`config.mk`:
```
export PLATFORM = sky130hd
export DESIGN_NAME = tmds_channel_decoder
export DESIGN_NICKNAME = d
export VERILOG_FILES = /design/src/rtl/tmds_channel_decoder.sv
export SDC_FILE = /design/constraint.sdc
export NUM_CORES = 1
export LEC_CHECK = 0
export CAP_MARGIN = 40
export CORE_ASPECT_RATIO = 1.4
export CORE_MARGIN = 5
export CORE_UTILIZATION = 30
export DETAILED_ROUTE_END_ITERATION = 16
export PLACE_DENSITY = 0.53
export SYNTH_ARGS = -nofsm -noshare
export SYNTH_HDL_FRONTEND = slang
export SYNTH_SLANG_ARGS = --single-unit
export TNS_END_PERCENT = 20
```
`constraint.sdc`:
```
create_clock -name clk_pixel -period 4.25 [get_ports clk_pixel]
set_input_delay 0.425 -clock clk_pixel [delete_from_list [all_inputs] [get_ports clk_pixel]]
set_output_delay 0.425 -clock clk_pixel [all_outputs]
set_load 0.01 [all_outputs]
```
`src/rtl/tmds_channel_decoder.sv`:
```
// tmds_channel_decoder
//   Decodes one TMDS channel from 10-bit deserialized symbols (one per
//   pixel clock) into 8b video bytes, 2b control codes and TERC4 nibbles,
//   and runs the word-alignment loop that requests deserializer bit slips.
//
// Ports
//   clk_pixel   in   pixel clock, all logic on rising edge
//   reset       in   synchronous, active-high
//   sym[9:0]    in   received symbol, bit 0 first on the wire
//   vid_pre     in   video preamble seen on ch1/ch2 (level, control period)
//   bitslip     out  one-cycle request to rotate alignment by one bit
//   locked      out  alignment acquired
//   de          out  data holds a video pixel byte
//   data[7:0]   out  decoded video byte
//   ctrl_valid  out  symbol was a control token
//   ctrl[1:0]   out  {c1,c0} of the control token
//   terc4_valid out  symbol decoded as TERC4 inside a data island
//   terc4[3:0]  out  TERC4 nibble
//   guard       out  second video guard-band symbol seen
//
// Alignment FSM
//   state    | meaning
//   SEARCH   | counting control-token runs, window timer running
//   SLIP     | settling after a bitslip request
//   LOCKED   | aligned, watchdog restarted by every control token
// Period FSM (forced to BLANK unless aligned)
//   BLANK    | control period, latching vid_pre on each token
//   VGUARD   | first video guard symbol seen
//   VIDEO    | active video pixels
//   ISLAND   | data island, TERC4 decode
// All outputs are registered: one cycle of latency from sym.

module tmds_channel_decoder #(
    parameter logic [9:0] GUARD         = 10'b1011001100,
    parameter int         LOCK_TOKENS   = 8,
    parameter int         SEARCH_WINDOW = 2048,
    parameter int         SLIP_WAIT     = 4
) (
    input  logic       clk_pixel,
    input  logic       reset,
    input  logic [9:0] sym,
    input  logic       vid_pre,
    output logic       bitslip,
    output logic       locked,
    output logic       de,
    output logic [7:0] data,
    output logic       ctrl_valid,
    output logic [1:0] ctrl,
    output logic       terc4_valid,
    output logic [3:0] terc4,
    output logic       guard
);

    localparam int RUN_W = $clog2(LOCK_TOKENS + 1);
    localparam int WIN_W = $clog2(SEARCH_WINDOW + 1);
    localparam int SLP_W = $clog2(SLIP_WAIT + 2);

    localparam logic [RUN_W-1:0] RUN_MAX = RUN_W'(LOCK_TOKENS);
    localparam logic [WIN_W-1:0] WIN_MAX = WIN_W'(SEARCH_WINDOW);
    localparam logic [SLP_W-1:0] SLP_MAX = SLP_W'(SLIP_WAIT);

    localparam logic [1:0] A_SEARCH = 2'd0;
    localparam logic [1:0] A_SLIP   = 2'd1;
    localparam logic [1:0] A_LOCKED = 2'd2;

    localparam logic [1:0] P_BLANK  = 2'd0;
    localparam logic [1:0] P_VGUARD = 2'd1;
    localparam logic [1:0] P_VIDEO  = 2'd2;
    localparam logic [1:0] P_ISLAND = 2'd3;

    logic [1:0]       align_q, align_d;
    logic [1:0]       period_q, period_d;
    logic [RUN_W-1:0] run_q, run_d, run_inc;
    logic [WIN_W-1:0] win_q, win_d, win_inc;
    logic [SLP_W-1:0] slp_q, slp_d;
    logic             pre_q, pre_d;

    logic       bitslip_q, bitslip_d;
    logic       locked_q, locked_d;
    logic       de_q, de_d;
    logic [7:0] data_q, data_d;
    logic       ctrl_valid_q, ctrl_valid_d;
    logic [1:0] ctrl_q, ctrl_d;
    logic       terc4_valid_q, terc4_valid_d;
    logic [3:0] terc4_q, terc4_d;
    logic       guard_q, guard_d;

    logic       is_ctrl, is_terc4, active, in_island;
    logic [1:0] ctrl_code;
    logic [3:0] terc4_code;
    logic [7:0] q8, dec8;

    always_comb begin
        is_ctrl   = 1'b1;
        ctrl_code = 2'd0;
        case (sym)
            10'b1101010100: ctrl_code = 2'd0;
            10'b0010101011: ctrl_code = 2'd1;
            10'b0101010100: ctrl_code = 2'd2;
            10'b1010101011: ctrl_code = 2'd3;
            default:        is_ctrl   = 1'b0;
        endcase
    end

    always_comb begin
        is_terc4   = 1'b1;
        terc4_code = 4'd0;
        case (sym)
            10'b1010011100: terc4_code = 4'd0;
            10'b1001100011: terc4_code = 4'd1;
            10'b1011100100: terc4_code = 4'd2;
            10'b1011100010: terc4_code = 4'd3;
            10'b0101110001: terc4_code = 4'd4;
            10'b0100011110: terc4_code = 4'd5;
            10'b0110001110: terc4_code = 4'd6;
            10'b0100111100: terc4_code = 4'd7;
            10'b1011001100: terc4_code = 4'd8;
            10'b0100111001: terc4_code = 4'd9;
            10'b0110011100: terc4_code = 4'd10;
            10'b1011000110: terc4_code = 4'd11;
            10'b1010001110: terc4_code = 4'd12;
            10'b1001110001: terc4_code = 4'd13;
            10'b0101100011: terc4_code = 4'd14;
            10'b1011000011: terc4_code = 4'd15;
            default:        is_terc4   = 1'b0;
        endcase
    end

    // sym[9] undoes the DC-balance inversion, sym[8] selects XOR/XNOR chaining.
    always_comb begin
        q8      = sym[9] ? ~sym[7:0] : sym[7:0];
        dec8    = 8'd0;
        dec8[0] = q8[0];
        for (int i = 1; i < 8; i++) begin
            dec8[i] = sym[8] ? (q8[i] ^ q8[i-1]) : ~(q8[i] ^ q8[i-1]);
        end
    end

    assign run_inc = (run_q == RUN_MAX) ? run_q : run_q + 1'b1;
    assign win_inc = (win_q == WIN_MAX) ? win_q : win_q + 1'b1;

    // Alignment: win_q is the search window in SEARCH and the watchdog in LOCKED.
    always_comb begin
        align_d   = align_q;
        run_d     = run_q;
        win_d     = win_q;
        slp_d     = slp_q;
        bitslip_d = 1'b0;
        case (align_q)
            A_SEARCH: begin
                run_d = is_ctrl ? run_inc : '0;
                win_d = win_inc;
                if (is_ctrl && run_inc == RUN_MAX) begin
                    align_d = A_LOCKED;
                    run_d   = '0;
                    win_d   = '0;
                end else if (win_inc == WIN_MAX) begin
                    align_d   = A_SLIP;
                    bitslip_d = 1'b1;
                    run_d     = '0;
                    win_d     = '0;
                    slp_d     = '0;
                end
            end
            A_SLIP: begin
                // SLIP_WAIT settle cycles plus one cycle to restart the search.
                if (slp_q == SLP_MAX) begin
                    align_d = A_SEARCH;
                    run_d   = '0;
                    win_d   = '0;
                    slp_d   = '0;
                end else begin
                    slp_d = slp_q + 1'b1;
                end
            end
            A_LOCKED: begin
                if (is_ctrl) begin
                    win_d = '0;
                end else begin
                    win_d = win_inc;
                    if (win_inc == WIN_MAX) begin
                        align_d = A_SEARCH;
                        run_d   = '0;
                        win_d   = '0;
                    end
                end
            end
            default: align_d = A_SEARCH;
        endcase
    end

    // Period decode only runs while alignment holds through this cycle, so a
    // lock loss already blanks the outputs of the symbol that caused it.
    assign active = (align_q == A_LOCKED) && (align_d == A_LOCKED);

    always_comb begin
        period_d = period_q;
        pre_d    = is_ctrl ? vid_pre : pre_q;
        if (!active || is_ctrl) begin
            period_d = P_BLANK;
        end else begin
            case (period_q)
                P_BLANK: begin
                    if (pre_q && sym == GUARD) period_d = P_VGUARD;
                    else if (!pre_q)           period_d = P_ISLAND;
                end
                P_VGUARD: period_d = (sym == GUARD) ? P_VIDEO : P_BLANK;
                default:  period_d = period_q;
            endcase
        end
    end

    // The first island symbol is decoded in the same cycle that enters ISLAND.
    assign in_island = active && !is_ctrl &&
                       (period_q == P_ISLAND || period_d == P_ISLAND);

    always_comb begin
        locked_d      = (align_d == A_LOCKED);
        ctrl_valid_d  = is_ctrl;
        ctrl_d        = is_ctrl ? ctrl_code : 2'd0;
        de_d          = active && !is_ctrl && (period_q == P_VIDEO);
        data_d        = de_d ? dec8 : 8'd0;
        terc4_valid_d = in_island && is_terc4;
        terc4_d       = terc4_valid_d ? terc4_code : 4'd0;
        guard_d       = active && !is_ctrl && (period_q == P_VGUARD) && (sym == GUARD);
    end

    always_ff @(posedge clk_pixel) begin
        if (reset) begin
            align_q       <= A_SEARCH;
            period_q      <= P_BLANK;
            run_q         <= '0;
            win_q         <= '0;
            slp_q         <= '0;
            pre_q         <= 1'b0;
            bitslip_q     <= 1'b0;
            locked_q      <= 1'b0;
            de_q          <= 1'b0;
            data_q        <= 8'd0;
            ctrl_valid_q  <= 1'b0;
            ctrl_q        <= 2'd0;
            terc4_valid_q <= 1'b0;
            terc4_q       <= 4'd0;
            guard_q       <= 1'b0;
        end else begin
            align_q       <= align_d;
            period_q      <= period_d;
            run_q         <= run_d;
            win_q         <= win_d;
            slp_q         <= slp_d;
            pre_q         <= pre_d;
            bitslip_q     <= bitslip_d;
            locked_q      <= locked_d;
            de_q          <= de_d;
            data_q        <= data_d;
            ctrl_valid_q  <= ctrl_valid_d;
            ctrl_q        <= ctrl_d;
            terc4_valid_q <= terc4_valid_d;
            terc4_q       <= terc4_d;
            guard_q       <= guard_d;
        end
    end

    assign bitslip     = bitslip_q;
    assign locked      = locked_q;
    assign de          = de_q;
    assign data        = data_q;
    assign ctrl_valid  = ctrl_valid_q;
    assign ctrl        = ctrl_q;
    assign terc4_valid = terc4_valid_q;
    assign terc4       = terc4_q;
    assign guard       = guard_q;

endmodule

```
After elaboration in Yosys (flattened, before gate mapping)
Cells that the tools add are included.
- register bits: 44
- output and inout port bits: 20
- word-level logic and storage cells: 142
- bits of input ports: 13
- mux-type cells: 42
- reduce and logical (&&, ||, !) cells: 26
- bitwise logic cells: 19
- equal/unequal tests: 37
- $add $sub $neg: 3
- operator list (operator ; count):
    == test 10 bit, second input constant ; 11
    == test 10 x 9 -> 1 bit, second input constant ; 8
    two-way mux 12 bit ; 5
    one-hot mux 4 bit (15 select lines) ; 1
    one-hot mux 12 bit (3 select lines) ; 1
    two-way mux 4 bit ; 7
    == test 12 bit, second input constant ; 2
    two-way mux 2 bit ; 9
    OR reduction 16 bit ; 1
    adder 12 x 1 -> 12 bit, second input constant ; 1
    one-hot mux 2 bit (3 select lines) ; 2
    one-hot mux 4 bit (3 select lines) ; 1
    inverter 1 bit ; 11
    == test 10 x 8 -> 1 bit, second input constant ; 1
    == test 2 bit, second input constant ; 5
    two-way mux 1 bit ; 10
    inequality test 2 bit, second input constant ; 5
    logical AND 1 bit ; 9
    two-way mux 3 bit ; 3
    == test 4 bit, second input constant ; 2
    two-way mux 8 bit ; 1
    inverter 8 bit ; 1
    XOR 1 bit ; 7
    one-hot mux 3 bit (2 select lines) ; 1
    16 further kinds ; 22

Logic depth before layout (Yosys ltp)
Gate-level depths: netlist of run 1.
- depth in word-level cells: 17
- gate-level depth with buffers: 10

Worst setup path before layout of run 1
Ideal clock, no wire load.
- path kind: flip-flop to flip-flop
- start: register win_q[0]
- end: register terc4_q[2] (netlist: terc4[2])
- slack: 1.704 ns
- cell stages (with the launch flop): 11
- buffers on the path: 1
- period minus slack after synthesis: 2.546 ns
- data arrival time: 2.413 ns
- data required time: 4.117 ns
- cells stage by stage: dfxtp_1 > inv_1 > ha_1 > nor4b_1 > and4_1 > o311a_1 > nor3_4 > nand3_2 > a211oi_4 > buf_6 > nor3_1
- word-level cells in the longest chain between the ends: 17
- elaborated cells between the ends (all ways): 21
- RTL lines (what ; RTL line ; text):
    from (decl) ; 74 ; logic [WIN_W-1:0] win_q, win_d, win_inc;
    from (signal assigned) ; 249 ; win_q <= win_d;
    adder 12 x 1 -> 12 bit / == test 12 bit (equally long branches) ; 140 ; assign win_inc = (win_q == WIN_MAX) ? win_q : win_q + 1'b1;
    two-way mux 12 bit (*) ; 140 ;
    == test 12 bit (*) ; 157, 181 ;
    two-way mux 2 bit (on tied branches) ; 181, 157 ;
    two-way mux 2 bit (on tied branches) ; 177, 153 ;
    one-hot mux 2 bit (3 select lines) (*) ; 149 ; case (align_q)
    == test 2 bit (*) ; 194 ; assign active = (align_q == A_LOCKED) && (align_d == A_LOCKED);
    logical AND 1 bit (*) ; 194 ;
    logical NOT 1 bit ; 199 ; if (!active || is_ctrl) begin
    logical OR 1 bit ; 199 ;
    two-way mux 2 bit ; 199 ;
    == test 2 bit ; 215 ; (period_q == P_ISLAND || period_d == P_ISLAND);
    logical OR 1 bit ; 215 ;
    logical AND 1 bit (*) ; 214 ; assign in_island = active && !is_ctrl &&
    logical AND 1 bit (*) ; 223 ; terc4_valid_d = in_island && is_terc4;
    inverter 1 bit (no source line) (*) ; - ;
    OR reduction 2 bit (no source line) (*) ; - ;
    to (signal assigned) ; 259 ; terc4_q <= terc4_d;
    to (decl) ; 85 ; logic [3:0] terc4_q, terc4_d;
Every way passes the cells marked *; elsewhere a longest branch is shown, timed or not.
A chain may end at the register's enable or synchronous reset.

Worst setup path after layout of run 1
- start: input sym[0]
- end: register period_q[0]
- word-level cells in the longest chain between the ends: 11
- elaborated cells between the ends (all ways): 19
- RTL lines (what ; RTL line ; text):
    from (decl) ; 41 ; input logic [9:0] sym,
    == test 10 bit (tied with other cells) ; 96 ; case (sym)
    OR reduction 4 bit (no source line) ; - ;
    two-way mux 1 bit ; 96 ;
    logical AND 1 bit ; 153 ; if (is_ctrl && run_inc == RUN_MAX) begin
    two-way mux 2 bit ; 153 ;
    one-hot mux 2 bit (3 select lines) ; 149 ;
    == test 2 bit ; 194 ;
    logical AND 1 bit ; 194 ;
    logical NOT 1 bit ; 199 ;
    logical OR 1 bit ; 199 ;
    two-way mux 2 bit (*) ; 199 ;
    to (signal assigned) ; 247 ; period_q <= period_d;
    to (decl) ; 72 ; logic [1:0] period_q, period_d;
Marked as above.

==> flow_summary.json, run 1 <==
{
  "status": "finished, final reports clean",
  "post-route-min-period_ns": 3.16,
  "clockBufferDepth": 2,
  "slew_headroom_pct": 41.8,
  "die_h_um": 129,
  "dieArea_um2": 12200,
  "max_freq_mhz": 317,
  "insertion_delay_ns": 0.29,
  "p_per_area_nw_per_um2": 247,
  "dr.pass1.iters": 6,
  "final_cell_mix": "dfxtp_1, nand2_1, nor2_1, clkdlybuf4s50_1, a21oi_1",
  "ys_seq_area_share_pct": 29.2,
  "crit_arrival_ns": 3.27,
  "cp-start-kind": "input port",
  "post_drt_wl_per_cell_um": 15.1,
  "p_leak_nw": 1.23,
  "fin_crit_sh_pct": 74.3,
  "num-nets-final": 419,
  "grt_pass1_wl_um": 13400,
  "root_buffer": "clkbuf_16",
  "worstSetupEndpointType": "flop",
  "cts_tree": "yes",
  "hold_viol_final": 0,
  "syn_area_um2": 3020,
  "num_vias": 2916,
  "synth_edf_count": 0,
  "grt_max_degree": 20,
  "coreArea_um2": 9900,
  "cpPeakStageDelay_ns": 0.81,
  "synth.net_count": 400,
  "crit_family": "compound AO/OA/AOI/OAI gates",
  "tightestPinTransition_ns": 0.870,
  "drc_errors": 0,
  "post-dp-hpwl_um": 6150,
  "grt_remaining_overflow": 0,
  "grt_use_total_pct": 13.6,
  "fin_setup_tns_ns": 0,
  "num_io_pins": 33,
  "syn_avg_cell_area_um2": 8.00,
  "syn_to_final_growth_pct": 17.7,
  "slew_viol_final": 0,
  "finalSetupViolCount": 0,
  "gp_congestion": 0.876,
  "fin_worst_skew_ns": 0.00630,
  "post_cts_buffers": 0,
  "antenna_found_initial": 0,
  "path_cells": "clkdlybuf4s50_1, nor4bb_4, and3b_1, a21oi_1, o31a_1, nand3_2, a211oi_4, a2111oi_0",
  "cts_hold_buf": 0,
  "first_iter_violations": 181,
  "ir_drop_mv": 0.126,
  "h-tree-depth": 2,
  "io_buffers": 32,
  "crit_buf_inv": 1,
  "post_route_cells_drive_above_1_share_pct": 6.82,
  "hold_path.class": "flop to flop",
  "yosysUniqueCellTypes": 70,
  "synthFlopType": "dfxtp_1",
  "rsz0062_at_grt": "no",
  "final_util_pct": 35.9,
  "clkTransAtPathRegs_ns": 0.06,
  "diodes": 0,
  "grt_pass1_vias": 2863,
  "synth_cells": 377,
  "fin_hold_ws_ns": 0.480,
  "cap_violations": 0,
  "rows": 43,
  "initial_core_util_pct": 30.5,
  "cts.repair.resized": 0,
  "die_w_um": 94.8,
  "via_per_inst": 5.49,
  "ys_ff_latch": 44,
  "ant_nets": 0,
  "critPathLaunch": "sym[0]",
  "wl_um": 8040,
  "async_flop_share_pct": 0,
  "crit_fanout": 19,
  "cts_buffers": 5,
  "final_common_cell": "dfxtp_1",
  "path_class": "input port to flop",
  "numClockSinks": 44,
  "required_ns": 4.37,
  "min_from": "run_q[1]",
  "cpMaxStageDelayCell": "clkdlybuf4s50_1",
  "reg2reg_from": "win_q[0]",
  "ys.warnings.count": 0
}
logic make-up (layout without fill, tap and decap cells):
family,count (synthesis),after routing,share of synthesized area [%]
xor gates and xnor gates,17,17,4.94
adders and majority gates,10,10,4.15
and+or+nand+nor,183,183,35.2
buffers and inverters,40,59,5.72
muxes,1,1,0.332
AOI/OAI and AO/OA,82,82,20.4
DFF,44,44,29.2
cell usage after synthesis, drive strengths merged, types with 9 or more instances:
cell,n,area share (%)
buf,13,2.3
ha,10,4.1
or3,10,2.1
nor3,20,4.1
o21ai,11,1.9
nand3,14,2.7
nor4,11,3.0
nand2,33,4.1
nand4,11,2.3
nor2,32,4.0
inv,17,2.1
xnor2,11,3.2
clkbuf,9,1.2
a21oi,20,3.7
dfxtp,44,29
nor2b,11,2.3
flip-flops by register name (all words and copies together), names as in the netlist:
name	flops
period_q	2
guard	1
win_q	12
slp_q	3
pre_q	1
de	1
locked	1
data	8
ctrl	2
terc4	4
terc4_valid	1
align_q	2
ctrl_valid	1
bitslip	1
run_q	4
final cells by class:
class	instances	area, µm²
fill	1059	6350
multi-input combinational	293	1960
sequential	44	881
timing repair buffer	34	335
tap	135	169
clock buffer	6	129
inverter	18	67.6
clock inverter	1	5.00
final timing paths:
path         slack, ns     endpoint  cells past startpoint
min reg2reg       0.48     run_q[1]                      2
min               0.48     run_q[1]                      2
max reg2reg       1.17  period_q[0]                      9
max               1.09  period_q[0]                      8
per-stage QoR:
stage	std cells	area [µm²]	setup slack, ns	power [W]
final	531	3550	1.09	0.000876
after global routing	531	3550	0.847	0.000915
after CTS	531	3550	1.10	0.000889
after detailed placement	524	3420	0.811	0.000515
after global placement	524	3420	0.835	0.000516
after floorplan	377	3020	1.70	0.000489
tightest hold or removal path, stage by stage, from the launching register on:
cell and delay [ns]:
dfxtp_1 0.33, nand2_1 0.06, nand2_1 0.04
layer usage:
metal  GRT usage (%)  vias to the layer above  share of wire (%)
met4            8.07                        0                5.3
met2            23.6                      101                 50
li1                -                     1435                  -
met1            15.2                     1341                 40
met3            2.57                       39                4.3
met5               0                        -                  0
where the power goes:
group          internal (W)  switching (W)
Sequential         0.000415     0.00000430
Clock              0.000214       0.000156
Combinational     0.0000381      0.0000487
Total              0.000667       0.000209
(Power assumes the default switching activity.)
==> run 2: changes to the inputs <==
PLACE_DENSITY = 0.55   (was 0.53)
clock period = 2.85 ns   (was 4.25 ns; I/O delays follow)
==> flow_summary.json, run 2 (synthesis gave the netlist of run 1 again) <==
{
  "die_w_um": 94.8,
  "rows": 43,
  "root_buffer": "clkbuf_16",
  "diodes": 0,
  "die_h_um": 129,
  "final_cell_mix": "dfxtp_1, nand2_1, nor2_1, clkdlybuf4s50_1, buf_4",
  "gp_congestion": 0.875,
  "grt_pass1_wl_um": 14300,
  "grt_remaining_overflow": 0,
  "num_io_pins": 33,
  "grt_max_degree": 20,
  "required_ns": 3.00,
  "insertion_delay_ns": 0.29,
  "cpMaxStageDelayCell": "o311a_1",
  "num_vias": 2973,
  "finalSetupViolCount": 0,
  "p_int_w": 0.00110,
  "nFillCells": 1046,
  "netSwitchingFraction_pct": 23.1,
  "initial_core_util_pct": 30.5,
  "drc_errors": 0,
  "h-tree-depth": 2,
  "fin_crit_sh_pct": 94.6,
  "p_leak_nw": 1.39,
  "post_route_cells_drive_above_1_share_pct": 14.3,
  "num-nets-final": 448,
  "grt_pass1_vias": 3030,
  "ir_drop_mv": 0.312,
  "clkTransAtPathRegs_ns": 0.06,
  "status": "finished, final reports clean",
  "cap_violations": 0,
  "crit_fanout": 19,
  "post-route-min-period_ns": 2.70,
  "slew_viol_final": 0,
  "cts_tree": "yes",
  "cpPeakStageDelay_ns": 0.42,
  "dp_cells": 551,
  "slew_headroom_pct": 59.5,
  "pwr-share-seq_pct": 43.7,
  "wl_um": 8590,
  "path_class": "flop to flop",
  "p_per_area_nw_per_um2": 373,
  "pwr-share-comb_pct": 10.5,
  "post_drt_wl_per_cell_um": 15.3,
  "first_iter_violations": 104,
  "rrSetupSlack_ns": 0.15,
  "largest_reg_flops": 12,
  "via_per_inst": 5.30,
  "fin_cells": 561,
  "clockBufferDepth": 2,
  "max_freq_mhz": 371,
  "post-dp-hpwl_um": 6720,
  "hold_path.class": "flop to flop",
  "dieArea_um2": 12200,
  "top_register": "win_q",
  "worstSetupEndpointType": "flop",
  "cts_buffers": 5,
  "antenna_found_initial": 0,
  "rsz0062_at_grt": "no",
  "p_switching_w": 0.000331,
  "path_cells": "inv_1, ha_1, nor4b_2, and4_1, o311a_1, nor3_4, nand3_2, a211oi_4, buf_12, a2111oi_2",
  "power_w": 0.00143,
  "io_buffers": 32,
  "ant_nets": 0,
  "crit_family": "simple AND/OR/NAND/NOR gates",
  "numClockSinks": 44,
  "syn_to_final_growth_pct": 27.3,
  "grt_use_total_pct": 14.7,
  "crit_arrival_ns": 2.85,
  "cp-start-kind": "flop",
  "fin_setup_tns_ns": 0,
  "crit_buf_inv": 2,
  "final_common_cell": "dfxtp_1",
  "coreArea_um2": 9900,
  "dr.pass1.iters": 5,
  "place_area_um2": 3640,
  "tightestPinTransition_ns": 0.606,
  "hold_viol_final": 0,
  "stdcell_area_um2": 3840,
  "p_clk_share_pct": 45.8,
  "fin_worst_skew_ns": 0.00417
}
-- run 2: changes by cell type in the layout (fill, tap and decap cells not counted), sizes merged --
cell      delta
buf         +29
clkbuf       -1
clkinvlp     +1
bufinv       +1
-- run 2: stage by stage --
step / utilization, % / hold slack (ns) / worst slack (ns)
floorplan: - / 0.424 / 0.304
global placement: 36.8 / 0.465 / 0.0444
detailed placement: 36.8 / 0.477 / 0.0280
CTS: 38.5 / 0.488 / 0.0925
global route: 38.8 / 0.533 / 0.00353
finish: 38.8 / 0.484 / 0.154
-- run 2: worst paths after layout --
check,startpoint,end,depth (start not counted)
setup reg to reg,win_q[0],terc4_valid,10
setup / recovery,win_q[0],terc4_valid,10
hold reg to reg,run_q[1],run_q[1],2
hold / removal,run_q[1],run_q[1],2
-- run 2: layout make-up --
type	count	area [µm²]	share of cell area (%)
sequential	44	882	23.0
timing repair buffer	63	578	15.0
multi-input combinational	293	1980	51.5
tap	135	169	4.40
clock inverter	3	42.5	1.11
inverter	18	67.6	1.76
clock buffer	5	125	3.26
-- run 2: layer usage --
layer / global-route usage, % / routed length, µm / vias to the layer above
li1: - / - / 1481
met1: 15.6 / 3490 / 1409
met2: 27.6 / 4560 / 65
met3: 1.93 / 248 / 18
met4: 8.07 / 289 / 0
met5: 0 / 0 / -
-- run 2: worst reg2reg max path, delay by kind of cell (launching register included) --
family                     cells  cell delay [ns]
adders and majority gates      1             0.20
and+or+nand+nor                4             0.91
buffers and inverters          2             0.29
AOI/OAI and AO/OA              3             0.78
DFF                            1             0.38
-- run 2: power by group through the flow --
stage | registers [W] | logic (W) | clock network (W)
finish | 0.000625 | 0.000150 | 0.000657
CTS | 0.000625 | 0.000148 | 0.000679
global route | 0.000625 | 0.000162 | 0.000706
floorplan | 0.000635 | 0.0000935 | 0
global placement | 0.000639 | 0.000147 | 0
detailed placement | 0.000639 | 0.000147 | 0
-- run 2: what timing repair did --
action | 4_1_cts | 5_1_grt
hold endpoints to repair | 0 | 0
endpoints found under the setup margin | 0 | 22
hold buffers | 0 | 0
resized for setup | 0 | 4
buffers inserted | 0 | 2
==> edit 1 (flow settings as in run 2) <==
The parameter `LOCK_TOKENS` goes from 8 to 16.
--- a/src/rtl/tmds_channel_decoder.sv
+++ b/src/rtl/tmds_channel_decoder.sv
@@ -32,7 +32,7 @@
 
 module tmds_channel_decoder #(
     parameter logic [9:0] GUARD         = 10'b1011001100,
-    parameter int         LOCK_TOKENS   = 8,
+    parameter int         LOCK_TOKENS   = 16,
     parameter int         SEARCH_WINDOW = 2048,
     parameter int         SLIP_WAIT     = 4
 ) (
Formal check against the unedited RTL: not equivalent (Yosys sat finds a counterexample within 10 cycles, from zero or initial values and one cycle with reset high).
==> edit 1 against run 2 <==
Sequential cell count up 1; largest cell class unchanged; clock power shrank 11%; wire length decreased by 0.33%; sequential power up 2%; total power shrank 4.4%; core utilization is 1.5 points lower; final area up 5.6%; worst hold slack improved by 0.020 ns; synthesized area is 9.9% higher; setup slack improved by 0.058 ns; final cell count is 2.9% higher; critical endpoint is now data[0]$_SDFF_PP0_.
==> edit 1: results (changes against run 2) <==
| Metric | Value |
|---|---|
| Drt first-iter violations | `128 (+23%)` |
| Async SR Flop Fraction | `0% (unchanged)` |
| Top reg by flops | `win_q` |
| Clock root buffer | `clkbuf_16` |
| Synth top cells by count | `dfxtp_1 (45), nand2_1 (36), nor2_1 (25)` |
| Initial antenna violation count | `0 (unchanged)` |
| Worst Hold Path EP | `slp_q[1]$_SDFFE_PP0P_` |
| Prevailing post-synth register cell | `dfxtp_1` |
| Slew headroom | `61.3% (+1.8 points)` |
| DP Wirelength | `6800 um (+1.1%)` |
| All-Layer GR Usage | `13.0% (-1.7 points)` |
| Status | `finished clean` |
| Vias per std cell | `5.21 (-1.7%)` |
| Number of port buffers | `32 (unchanged)` |
| CP peak stage delay | `0.47 ns (+0.05 ns)` |
| Fill cells | `1109 (+6.0%)` |
| Placement Setup Slack | `0.0326 ns (+0.00456 ns)` |
| Clock H-tree levels | `2 (unchanged)` |
| Worst R2R End | `data[0]$_SDFF_PP0_` |
| Hold wc startpoint | `slp_q[1]$_SDFFE_PP0P_` |
| Cell Area, Placed | `3910 sq um (+7.2%)` |
| Clock Pin Slew Worst Setup and Hold Paths | `roughly 0.070 ns` |
| GPL Wtd Cong | `0.896 (+2.4%)` |
| R2R Setup Slk | `0.21 ns (+0.06 ns)` |
| Worst path slowest cell | `o41a_1` |
| Worst hold margin | `0.504 ns (+0.0201 ns)` |
| Finished Layout Cells | `577 (+2.9%)` |
| Placed Cells incl. Taps | `569 (+3.3%)` |
| Clock Skew | `0.00660 ns (+0.00242 ns)` |
| Worst IR Drop VDD | `0.000193 V (-38%)` |
| Number of flip-flops in the largest register | `12 (unchanged)` |
| Net Count, Synth | `421 (+5.3%)` |
| Setup Fix Bufs, Post-CTS | `0 (unchanged)` |
| Worst path top cell family by delay | `simple AND/OR/NAND/NOR gates` |
| Nets | `470 (+4.9%)` |
| Largest cells by area after synthesis | `dfxtp_1 (27%), ha_1 (8.3%), nand2_1 (4.1%)` |
| Pre-antenna DRT Iters | `4 (-1)` |
| Drt total wl | `8560 um (-0.33%)` |
| Reg-to-reg startpoint | `win_q[2]$_SDFFE_PP0P_` |
| R2R depth | `9 (-1)` |
| Post-Synthesis Cells | `386 (+2.4%)` |
| # hold bufs at CTS | `0 (unchanged)` |
| Inserted Clock Buffers | `5 (unchanged)` |
| First-pass GRT wire length | `14000 um (-1.8%)` |
| Worst-path fanout max | `12 (-7)` |
| Sw Share | `25.1% (+2.0 points)` |
| Crit path DAT | `2.81 ns (-0.04 ns)` |
| Yosys cell types | `76 (+8.6%)` |
| Register area share after synthesis | `27.2% (-2.0 points)` |
| Synth Warn # | `0 (unchanged)` |
| Number of global-route vias before repair | `2919 (-3.7%)` |
| Proportion of layout cells with a drive suffix above 1 | `17.7% (+3.3 points)` |
| Hold Path Stages | `2 (unchanged)` |
| Pleak | `1.45 nW (+3.9%)` |
| Pin count of the biggest net entering global routing | `27 (+35%)` |
[edit 1: changes by cell type after synthesis, moves of 6 or more]
cell / run 2 / this run
inv_1: 17 / 24
nor2_1: 32 / 25
nor4_2: 1 / 7
buf_2: 11 / 3
buf_6: 1 / 7
or3_1: 10 / 3
nand3_1: 12 / 20
a31oi_1: 3 / 11
buf_4: 0 / 7
ha_1: 10 / 22
[edit 1: layout make-up]
type	instances	area [sq um]	area share, %
clock buffer	5	125	3.09
inverter	24	90.1	2.22
tap	141	176	4.35
sequential	45	902	22.2
multi-input combinational	295	2150	53.1
clock inverter	3	21.3	0.525
timing repair buffer	64	586	14.4
[edit 1: cells by family after synthesis]
group / Yosys count / share of synthesized area, %
buffers and inverters: 46 / 8.00
xor gates and xnor gates: 15 / 3.96
and+or+nand+nor: 165 / 31.8
DFF: 45 / 27.2
AOI/OAI and AO/OA: 90 / 19.8
muxes: 3 / 0.906
adders and majority gates: 22 / 8.30
[edit 1: worst max-delay path by stage]
stage                               start                   to  slack, ns
finish              win_q[2]$_SDFFE_PP0P_   data[0]$_SDFF_PP0_       0.21
global route        run_q[1]$_SDFFE_PP0P_  terc4[2]$_SDFF_PP0_       0.07
CTS                 run_q[1]$_SDFFE_PP0P_  terc4[2]$_SDFF_PP0_       0.16
detailed placement                 sym[2]  terc4[2]$_SDFF_PP0_       0.03
global placement                   sym[2]  terc4[0]$_SDFF_PP0_       0.08
floorplan           win_q[0]$_SDFFE_PP0P_     guard$_SDFF_PP0_       0.35
[edit 1: worst reg2reg max path, cell delays in order, from the launching register on]
cell and delay [ns]:
dfxtp_1 0.39, buf_4 0.20, nor4b_2 0.34, nand4b_4 0.22
and4_4 0.24, nand4bb_4 0.24, o41a_1 0.47, a21oi_2 0.19
buf_12 0.17, nor4_1 0.06
[edit 1: metal layers]
metal | part of all wire, % | vias up | GRT usage (%)
met5 | 0 | - | 0
met3 | 4.8 | 17 | 3.33
met1 | 40 | 1408 | 13.5
met4 | 2.7 | 0 | 5.92
met2 | 53 | 67 | 24.1
li1 | - | 1515 | -
[edit 1: power groups by stage]
stage | clock (mW) | sequential, mW | combinational [mW]
floorplan | 0 | 0.649 | 0.101
global placement | 0 | 0.652 | 0.149
detailed placement | 0 | 0.653 | 0.150
CTS | 0.609 | 0.638 | 0.150
global route | 0.635 | 0.639 | 0.163
finish | 0.583 | 0.638 | 0.149
[edit 1: timing repair]
action,4_1_cts,5_1_grt
resized for setup,0,2
endpoints found under the setup margin,0,10
hold endpoints to repair,0,0
==> edit 2 (settings of run 2) <==
Made on the original files. Reset style: asynchronous (`reset`), changed in one clocked block.
--- a/src/rtl/tmds_channel_decoder.sv
+++ b/src/rtl/tmds_channel_decoder.sv
@@ -225,7 +225,7 @@
         guard_d       = active && !is_ctrl && (period_q == P_VGUARD) && (sym == GUARD);
     end
 
-    always_ff @(posedge clk_pixel) begin
+    always_ff @(posedge clk_pixel or posedge reset) begin
         if (reset) begin
             align_q       <= A_SEARCH;
             period_q      <= P_BLANK;
Check against the original RTL: differs if reset is asserted again (counterexample within 4 cycles, from zero or initial values and one cycle with reset high); with reset held inactive, the same outputs for 10 cycles.
==> edit 2 against run 2 <==
Final cell count is 5.9% lower; sequential cell count stayed put; final area is 0.59% lower; wire length is 7.6% lower; worst hold slack worse by 0.24 ns; setup slack better by 0.035 ns; synthesized area is 1.3% higher; maximum frequency is 1.3% higher.
Power is not compared: it rests on default switching activity, and its combinational part moved more than twofold at a synthesized area within 25%.
==> edit 2: results (changes against run 2) <==
| Metric | Value |
|---|---|
| Clock Skew | `0.00783 ns (+0.00365 ns)` |
| GPL Wtd Cong | `0.974 (+11%)` |
| Yosys cell types | `65 (-7.1%)` |
| Crit path DAT | `2.87 ns (+0.02 ns)` |
| Slew headroom | `69.7% (+10 points)` |
| Status | `finished clean` |
| Drt first-iter violations | `199 (+91%)` |
| All-Layer GR Usage | `14.1% (-0.63 points)` |
| Clock H-tree levels | `2 (unchanged)` |
| Reg-to-reg startpoint | `win_q[0]$_DFFE_PP0P_` |
| Number of global-route vias before repair | `2994 (-1.2%)` |
| CP startpoint | `win_q[0]$_DFFE_PP0P_` |
| Synth top cells by count | `dfrtp_1 (44), nand2_1 (32), nor2_1 (30)` |
| Prevailing post-synth register cell | `dfrtp_1` |
| Mean Syn Cell Area | `8.76 sq um (+9.5%)` |
| Pin count of the biggest net entering global routing | `35 (+75%)` |
| Worst-path fanout max | `10 (-9)` |
| DP Wirelength | `6120 um (-9.0%)` |
| Net Count, Synth | `388 (-3.0%)` |
| Register area share after synthesis | `36.0% (+6.8 points)` |
| First-pass GRT wire length | `13800 um (-3.0%)` |
| Worst skew pair latency | `0.29 ns (about the same)` |
| Type of the worst min-delay path | `in2async` |
| Vias | `2770 (-6.8%)` |
| Proportion of layout cells with a drive suffix above 1 | `10.2% (-4.1 points)` |
| Nets | `431 (-3.8%)` |
| Largest cells by area after synthesis | `dfrtp_1 (36%), ha_1 (11%), nand2_1 (3.9%)` |
| Async SR Flop Fraction | `100% (+100 points)` |
edit 2: cell types whose count changed in the layout (fill, tap and decap cells not counted), moves of 4 or more:
| cell | delta |
|---|---|
| ha_1 | +15 |
| buf_4 | -15 |
| o21ai_1 | +5 |
| nor4_1 | -7 |
| dfrtp_1 | +44 |
| or3_1 | -9 |
| inv_1 | +4 |
| dfxtp_1 | -43 |
| a31oi_1 | +10 |
| nand4_1 | -5 |
| nor2b_1 | -7 |
| a22o_1 | +4 |
| a21o_1 | -4 |
edit 2: timing repair:
action                                  in CTS  in global routing
buffers inserted                             0                  1
resized for setup                            0                  3
endpoints found under the setup margin       0                 16
edit 2: cell type report:
cell class	instances	area share, %
Multi-Input combinational cell	270	47.8
Clock buffer	5	3.28
Sequential cell	44	28.8
Clock inverter	3	1.21
Tap cell	135	4.42
Timing Repair Buffer	48	12.2
Inverter	23	2.26
edit 2: logic make-up (layout without fill, tap and decap cells):
group,Yosys count,in the layout,synth area share [%]
DFF,44,44,36.0
muxes,4,4,1.35
AOI/OAI and AO/OA,85,85,18.5
xor gates and xnor gates,18,18,5.16
buffers and inverters,35,79,4.75
adders and majority gates,26,26,10.6
and+or+nand+nor,137,137,23.6
edit 2: metrics by stage:
stage	setup slack, ns	area (sq um)
CTS	0.0490	3800
global route	0.00303	3820
detailed placement	0.0596	3620
floorplan	0.388	3060
finish	0.188	3820
global placement	0.0552	3600
edit 2: layer usage:
metal	track usage [%]	up-vias	part of all wire, %
li1	-	1338	-
met1	15.1	1337	40
met2	26.4	74	54
met3	2.61	21	3.3
met4	6.12	0	2.6
met5	0	-	0
edit 2: path summary, 6_finish.rpt:
path                       slack (ns)               endpoint  cells after the start
setup reg to reg                 0.19       locked$_DFF_PP0_                      9
min in group clk_pixel           0.55  win_q[11]$_DFFE_PP0P_                      1
max in group asynchronous        2.15   slp_q[1]$_DFFE_PP0P_                      3
setup / recovery                 0.19       locked$_DFF_PP0_                      9
hold / removal                   0.24      data[2]$_DFF_PP0_                      2
hold reg to reg                  0.55  win_q[11]$_DFFE_PP0P_                      1
edit 2: report_power, final:
| group | total (mW) | switching [mW] | internal (mW) | leakage, nW |
|---|---|---|---|---|
| Sequential | 0.878 | 0.148 | 0.730 | 0.548 |
| Clock | 0.671 | 0.254 | 0.417 | 0.0804 |
| Combinational | 0.666 | 0.331 | 0.335 | 1.06 |
edit 2: critical path: stages (launching register included):
cell,delay [ns]
dfrtp_1,0.50
ha_2,0.31
and3_1,0.26
nand2b_1,0.11
a21oi_1,0.22
nand2_1,0.26
a311oi_1,0.44
o211ai_1,0.15
buf_4,0.18
a21oi_1,0.15
